File: config.mk
export PLATFORM = sky130hd
export DESIGN_NAME = melody_seq
export DESIGN_NICKNAME = d
export VERILOG_FILES = /design/src/rtl/melody_seq.sv
export SDC_FILE = /design/constraint.sdc
export NUM_CORES = 1
export LEC_CHECK = 0
export CAP_MARGIN = 20
export CORE_MARGIN = 1.5
export CORE_UTILIZATION = 59
export DETAILED_ROUTE_END_ITERATION = 8
export HOLD_SLACK_MARGIN = 0.03
export PLACE_DENSITY = 0.9
export REMOVE_ABC_BUFFERS = 1
export SYNTH_ARGS = -nofsm -noshare
export SYNTH_HDL_FRONTEND = slang
export SYNTH_SLANG_ARGS = --single-unit
File: constraint.sdc
create_clock -name clk -period 4 [get_ports clk]
set_input_delay 0.4 -clock clk [delete_from_list [all_inputs] [get_ports clk]]
set_output_delay 0.4 -clock clk [all_outputs]
set_load 0.03 [all_outputs]
File: src/rtl/melody_seq.sv
// melody_seq: plays a fixed 16-entry song as timed note / gap segments.
// Each entry drives the tone divider for its note length minus a short
// silent gap. Playback ends at the end-marker code or at the end of the
// table, and optionally loops back to entry 0.
module melody_seq #(
  parameter int TICK_DIV   = 1000,
  parameter int UNIT_TICKS = 125,
  parameter int GAP_TICKS  = 20
) (
  input  logic        clk,
  input  logic        reset,
  input  logic        start,
  input  logic        stop,
  input  logic        loop,
  output logic [11:0] half_period,
  output logic        tone_en,
  output logic [3:0]  note_idx,
  output logic        busy,
  output logic        done
);

  localparam int PW = (TICK_DIV > 1) ? $clog2(TICK_DIV) : 1;
  localparam int TW = $clog2(8 * UNIT_TICKS + 1);
  localparam logic [PW-1:0] PRESC_LAST = PW'(TICK_DIV - 1);
  localparam logic [TW-1:0] GAP_LAST   = TW'(GAP_TICKS - 1);
  localparam logic [3:0]    END_CODE   = 4'hF;

  typedef enum logic [1:0] {IDLE, PLAY, GAP, DONE} state_t;

  state_t          state_reg;
  logic [PW-1:0]   presc_reg;
  logic [TW-1:0]   tick_reg;

  // Note code of each song entry.
  function automatic logic [3:0] song_code(input logic [3:0] a);
    case (a)
      4'd0, 4'd1:   song_code = 4'd1;
      4'd2, 4'd3:   song_code = 4'd8;
      4'd4, 4'd5:   song_code = 4'd10;
      4'd6:         song_code = 4'd8;
      4'd7, 4'd8:   song_code = 4'd6;
      4'd9, 4'd10:  song_code = 4'd5;
      4'd11, 4'd12: song_code = 4'd3;
      4'd13:        song_code = 4'd1;
      default:      song_code = END_CODE;
    endcase
  endfunction

  // Duration field of each song entry (length is dur+1 units).
  function automatic logic [2:0] song_dur(input logic [3:0] a);
    case (a)
      4'd6, 4'd13: song_dur = 3'd1;
      default:     song_dur = 3'd0;
    endcase
  endfunction

  // Half-period of the tone divider for each note code; rests map to 0.
  function automatic logic [11:0] note_hp(input logic [3:0] code);
    case (code)
      4'd1:    note_hp = 12'd1911;
      4'd2:    note_hp = 12'd1804;
      4'd3:    note_hp = 12'd1703;
      4'd4:    note_hp = 12'd1607;
      4'd5:    note_hp = 12'd1517;
      4'd6:    note_hp = 12'd1432;
      4'd7:    note_hp = 12'd1351;
      4'd8:    note_hp = 12'd1275;
      4'd9:    note_hp = 12'd1204;
      4'd10:   note_hp = 12'd1136;
      4'd11:   note_hp = 12'd1072;
      4'd12:   note_hp = 12'd1012;
      4'd13:   note_hp = 12'd955;
      default: note_hp = 12'd0;
    endcase
  endfunction

  function automatic logic is_tone(input logic [3:0] code);
    is_tone = (code != 4'd0) && (code != 4'd14) && (code != END_CODE);
  endfunction

  logic [2:0]    cur_dur;
  logic [TW-1:0] play_last;
  logic          tick_end;
  logic [3:0]    next_idx;
  logic          song_end;
  logic [3:0]    tgt_idx;
  logic [3:0]    tgt_code;
  logic [3:0]    first_code;

  // Segment end points and the entry that follows the current gap.
  always_comb begin
    cur_dur    = song_dur(note_idx);
    play_last  = TW'((int'(cur_dur) + 1) * UNIT_TICKS - GAP_TICKS - 1);
    tick_end   = (presc_reg == PRESC_LAST);
    next_idx   = note_idx + 4'd1;
    song_end   = (note_idx == 4'd15) || (song_code(next_idx) == END_CODE);
    tgt_idx    = song_end ? 4'd0 : next_idx;
    tgt_code   = song_code(tgt_idx);
    first_code = song_code(4'd0);
  end

  // Sequencer state, timing counters and registered outputs.
  always_ff @(posedge clk or posedge reset) begin
    if (reset) begin
      state_reg   <= IDLE;
      presc_reg   <= '0;
      tick_reg    <= '0;
      half_period <= '0;
      tone_en     <= 1'b0;
      note_idx    <= '0;
      busy        <= 1'b0;
      done        <= 1'b0;
    end else if (stop) begin
      state_reg   <= IDLE;
      presc_reg   <= '0;
      tick_reg    <= '0;
      half_period <= '0;
      tone_en     <= 1'b0;
      note_idx    <= '0;
      busy        <= 1'b0;
      done        <= 1'b0;
    end else begin
      case (state_reg)
        IDLE: begin
          done <= 1'b0;
          if (start) begin
            presc_reg <= '0;
            tick_reg  <= '0;
            note_idx  <= '0;
            if (first_code == END_CODE) begin
              state_reg <= DONE;
              done      <= 1'b1;
            end else begin
              state_reg   <= PLAY;
              half_period <= note_hp(first_code);
              tone_en     <= is_tone(first_code);
              busy        <= 1'b1;
            end
          end
        end
        PLAY: begin
          if (tick_end && tick_reg == play_last) begin
            state_reg <= GAP;
            tone_en   <= 1'b0;
            presc_reg <= '0;
            tick_reg  <= '0;
          end else if (tick_end) begin
            presc_reg <= '0;
            tick_reg  <= tick_reg + 1'b1;
          end else begin
            presc_reg <= presc_reg + 1'b1;
          end
        end
        GAP: begin
          if (tick_end && tick_reg == GAP_LAST) begin
            presc_reg <= '0;
            tick_reg  <= '0;
            if ((song_end && !loop) || tgt_code == END_CODE) begin
              // Natural end: silence everything and pulse done once.
              state_reg   <= DONE;
              half_period <= '0;
              note_idx    <= '0;
              busy        <= 1'b0;
              done        <= 1'b1;
            end else begin
              state_reg   <= PLAY;
              note_idx    <= tgt_idx;
              half_period <= note_hp(tgt_code);
              tone_en     <= is_tone(tgt_code);
            end
          end else if (tick_end) begin
            presc_reg <= '0;
            tick_reg  <= tick_reg + 1'b1;
          end else begin
            presc_reg <= presc_reg + 1'b1;
          end
        end
        default: begin
          state_reg <= IDLE;
          done      <= 1'b0;
        end
      endcase
    end
  end

endmodule

# Word-level counts from Yosys, hierarchy flattened
# Memory sizes are Yosys's and may differ from the RTL's.
# Index checks and enable logic that the tools add are counted.
# word_totals
mem_bits_ro,480
ff_bits,41
inputBits,5
wordCells,99
out_inout_bits,19
mem_count,4
# memory_table
memory,words,word_bits,read_ports,rd_ports_with_merged_regs,write_ports,line_no,rtl
(name not given),16,11,1,0,0,59,case (code)
(name not given),16,11,1,0,0,59,
(name not given),16,4,1,0,0,36,case (a)
(name not given),16,4,1,0,0,36,
# op_classes
add_sub_neg,6
mux,43
multipliers,1
eq_ne,18
reduce_logical,19
# op_table
op,count
10-bit 2-to-1 mux,9
10-bit one-hot mux with 3 select lines,2
12-bit 2-to-1 mux,4
12-bit one-hot mux with 2 select lines,1
10-bit by 1-bit adder with 10-bit output (second input constant),2
4-bit 2-to-1 mux,5
4-bit == test (second input constant),4
3-bit inequality test (second input constant),5
1-bit 2-to-1 mux,12
10-bit == test,1
10-bit == test (second input constant),1
10-bit by 5-bit == test with 1-bit output (second input constant),1
4-bit by 7-bit multiplier with 10-bit output (second input constant),1
2-bit 2-to-1 mux,5
10-bit by 2-bit subtractor with 10-bit output (second input constant),1
10-bit by 5-bit subtractor with 10-bit output (second input constant),1
3-bit AND reduction,3
4-bit inequality test (second input constant),2
4-bit one-hot mux with 2 select lines,1
4-bit nonzero test,2
2-bit one-hot mux with 3 select lines,1
1-bit logical AND,5
5-bit AND reduction,1
3-bit by 1-bit adder with 4-bit output (second input constant),1
other kinds (14),16

# Longest topological paths before layout
# An unclocked memory read counts as a cell.
# depth
word_depth,13
depth_mapped,13
ltp_nobuf,12

# Least setup slack after synthesis
# OpenSTA, ideal clock, no wires.
# synth_path
path_type,reg2reg
from,reg note_idx[0]
to,reg half_period[2]
stages_incl_launch_ff,13
path_slack_ps,667
setup_time_ps,129
required_time_ps,3871
arrival_ps,3204
synth_period_minus_slack_ps,3333
cell_sequence,dfrtp_1 buf_2 inv_1 ha_1 nand2_1 o31ai_1 a221oi_1 ha_1 nor4b_1 or2_2 clkbuf_1 o31ai_1 nor3b_1
# synth_via
elab_chain_len,12
# synth_rtl
element,line_no,rtl
from (decl),17,"output logic [3:0] note_idx,"
from (signal assigned),167,note_idx <= tgt_idx;
"parallel branches: the longest is 8 deep, another holds memory read 16 x 11 bit",--,
12-bit 2-to-1 mux (*),158,if ((song_end && !loop) || tgt_code == END_CODE) begin
12-bit 2-to-1 mux (*),155,if (tick_end && tick_reg == GAP_LAST) begin
12-bit one-hot mux with 2 select lines (*),123,case (state_reg)
12-bit 2-to-1 mux (*),113,end else if (stop) begin
to (signal assigned),135,half_period <= note_hp(first_code);
to (signal assigned),168,half_period <= note_hp(tgt_code);
to (decl),15,"output logic [11:0] half_period,"
# Mark *: on every way between the ends. The select of a mux whose other input is x is not followed.
# A chain may end at the register's enable or synchronous reset.

# Worst setup path after layout
# Same ends and word-level chain as after synthesis.

==> flow_summary_export.csv <==
group,metric,value,unit
outcome,status,"finished clean",
logic_synthesis,syn_area,2950,um^2
placed_design,dpl.cell_count,418,
clock_network,cts.path.max_buffers,2,
min_path,hp-start,"half_period[3]$_DFFE_PP0P_",
logic_synthesis,ys_seq_area_frac,0.339,
route,num_vias,2732,
final_layout,area_growth,10.0,%
clock_network,clk_pin_slew_worst_paths,0.08,ns
final_layout,fin_area,3250,um^2
worst_setup_path,worstPathRequired,4.18,ns
worst_setup_path,endpoint_kind,"register",
clock_network,htree_levels,2,
global_routing,grt_max_degree,41,
route,drc,0,
timing,clock.fmax,0.285,GHz
timing,finalHoldViolations,0,
worst_setup_path,rr_startpoint,"note_idx[0]$_DFFE_PP0P_",
logic_synthesis,synth_edf_count,0,
global_routing,grt_pass1_vias,2531,
logic_synthesis,ys_warn_count,0,
clock_network,clockRootBuffer,"clkbuf_8",
logic_synthesis,async_flop_share,1.00,
route,dr.first_iter.drc_count,281,
logic_synthesis,synth_ff_type,"dfrtp_1",
worst_setup_path,path_class,"register to register",
logic_synthesis,synth_cell_type_count,69,
min_path,holdPathEnd,"half_period[3]$_DFFE_PP0P_",
global_routing,grt_overflow,0,
logic_synthesis,ys_seq_elements,40,
worst_setup_path,timing.rr.end,"half_period[2]$_DFFE_PP0P_",
die,die_w,73.7,um
logic_synthesis,synth.top_cells.by_area,"dfrtp_1 (34%), ha_1 (7.6%), nor2_1 (5.7%), nand2_1 (3.4%), a31oi_1 (3.2%)",
final_layout,layout_common_cells,"nor2_1 (45), dfrtp_1 (40), nand2_1 (27)",
die,start_util,0.617,
clock_network,cts_tree,"yes",
timing,finalSetupViolCount,0,
worst_setup_path,crit_arrival,3.68,ns
clock_network,cts_buffers,5,
timing,clock_skew,0.00654,ns
logic_synthesis,synth_top_area_cell,"dfrtp_1",
final_layout,layout-drive-gt1-share,0.0864,
power,leakagePower,1.34,nW
timing,worst_slew_pin_slew,0.739,ns
final_layout,final_common_cell,"nor2_1",
timing,fin_crit_sh,0.877,
die,rows,25,
placed_design,port_buffers,22,
logic_synthesis,synth_cells,344,
worst_setup_path,reg2regPathDepth,10,
timing,timing.hold.ws,0.478,ns
clock_network,ctsResizeCount,0,
job,drv_cap,0,
global_routing,grt_first_pass_wirelength,11200,um
final_layout,instances_no_fill,426,
die,ios,24,
timing,drv_slew,0,
worst_setup_path,start_kind,"register",
placed_design,gp_congestion,0.943,
die,fp.dieArea,5440,um^2
route,ant_nets,0,
global_routing,track_usage,0.264,
route,wl_per_cell,15.7,um
placed_design,dp_hpwl,4890,um
clock_network,clk_latency,0.30,ns
clock_network,cts_sinks,40,
route,vias_per_cell,6.41,
power,power.density,416,nW/um^2
logic_synthesis,synth.avg_cell_area,8.58,um^2
timing,fin_setup_tns,0,ns
min_path,holdPathStages,2,
clock_network,cts_hold_buf,0,
global_routing,antenna_found_initial,0,
die,die_h,73.7,um
power,ir_drop,0.000285,V
timing,rsz0062_at_grt,"false",
route,postRouteWirelength,6700,um
worst_setup_path,cp_max_fo,15,
min_path,min_path_type,"register to register",
final_layout,largest_reg_flops,11,
timing,period_needed,3.51,ns
route,drtPass1Iterations,5,
die,core-area,4790,um^2
final_layout,fin_nets,381,
timing,slew-limit-headroom,0.505,
placed_design,dpl_cell_area,3160,um^2
worst_setup_path,reg2reg_slack,0.49,ns
final_layout,diodes,0,
logic_synthesis,synth_top_area_frac,0.339,
clock_network,cts_setup_buffers,0,
==> cells in the mapped netlist (6+ instances only) <==
library cell,count
and3_1,7
nand2b_1,7
a31oi_1,15
nand4_1,8
nand3_1,11
dfrtp_1,40
buf_2,6
a21o_1,6
nor2_1,45
inv_1,11
o21ai_0,18
nor3_1,11
nand2_1,27
ha_1,18
a21oi_1,12
==> area by class of cell <==
class | count | area, um^2
clock buffers | 5 | 68.8
clock inverters | 3 | 18.8
fillers | 376 | 1540
inverters | 11 | 41.3
multi-input cells | 274 | 1780
flip-flops and latches | 40 | 1000
well taps | 67 | 83.8
repair buffers | 26 | 250
==> cell families (layout without fill, tap and decap cells) <==
group | Yosys count | count (layout) | synth area share
adders and majority gates | 18 | 18 | 0.0763
muxes | 5 | 5 | 0.0178
AOI/OAI and AO/OA | 98 | 98 | 0.237
xor gates and xnor gates | 7 | 7 | 0.0233
and+or+nand+nor | 145 | 145 | 0.248
other | 1 | 1 | 0.00127
DFF | 40 | 40 | 0.339
buffers and inverters | 30 | 45 | 0.0568
==> stage by stage <==
| step | util | setup WS, ns | power (mW) |
|---|---|---|---|
| floorplan | - | 0.750 | 0.892 |
| global placement | 0.660 | 0.664 | 1.07 |
| detailed placement | 0.660 | 0.536 | 1.08 |
| CTS | 0.678 | 0.518 | 1.35 |
| global route | 0.678 | 0.257 | 1.45 |
| finish | 0.678 | 0.491 | 1.35 |
==> worst max-delay path, stage by stage (launching register included) <==
cell	delay, ns
dfrtp_1	0.53
ha_1	0.31
ha_1	0.41
nand2_1	0.21
o31ai_1	0.09
a221oi_1	0.58
ha_1	0.32
nor4b_1	0.39
or2_2	0.28
o31ai_1	0.11
nor3b_1	0.17
==> worst max-delay path by stage <==
stage / start / to
2_1_floorplan: note_idx[0]$_DFFE_PP0P_ / tone_en$_DFFE_PP0P_
3_3_place_gp: note_idx[0]$_DFFE_PP0P_ / half_period[2]$_DFFE_PP0P_
3_5_place_dp: note_idx[0]$_DFFE_PP0P_ / half_period[2]$_DFFE_PP0P_
4_1_cts: note_idx[0]$_DFFE_PP0P_ / half_period[2]$_DFFE_PP0P_
5_1_grt: note_idx[0]$_DFFE_PP0P_ / half_period[2]$_DFFE_PP0P_
6_report: note_idx[0]$_DFFE_PP0P_ / half_period[2]$_DFFE_PP0P_
==> where the power goes <==
| part | internal, mW | switching [mW] | leakage, nW |
|---|---|---|---|
| clock | 0.122 | 0.145 | 0.0479 |
| sequential | 0.447 | 0.0361 | 0.528 |
| combinational | 0.221 | 0.379 | 0.768 |
| total | 0.790 | 0.561 | 1.34 |
==> routing by layer <==
metal	up-vias	routed length, um	track usage
li1	1301	-	-
met1	1296	2870	0.328
met2	119	3320	0.444
met3	16	400	0.0631
met4	0	111	0.0988
met5	-	0	0
No activity file was read; power rests on OpenSTA's default activity.
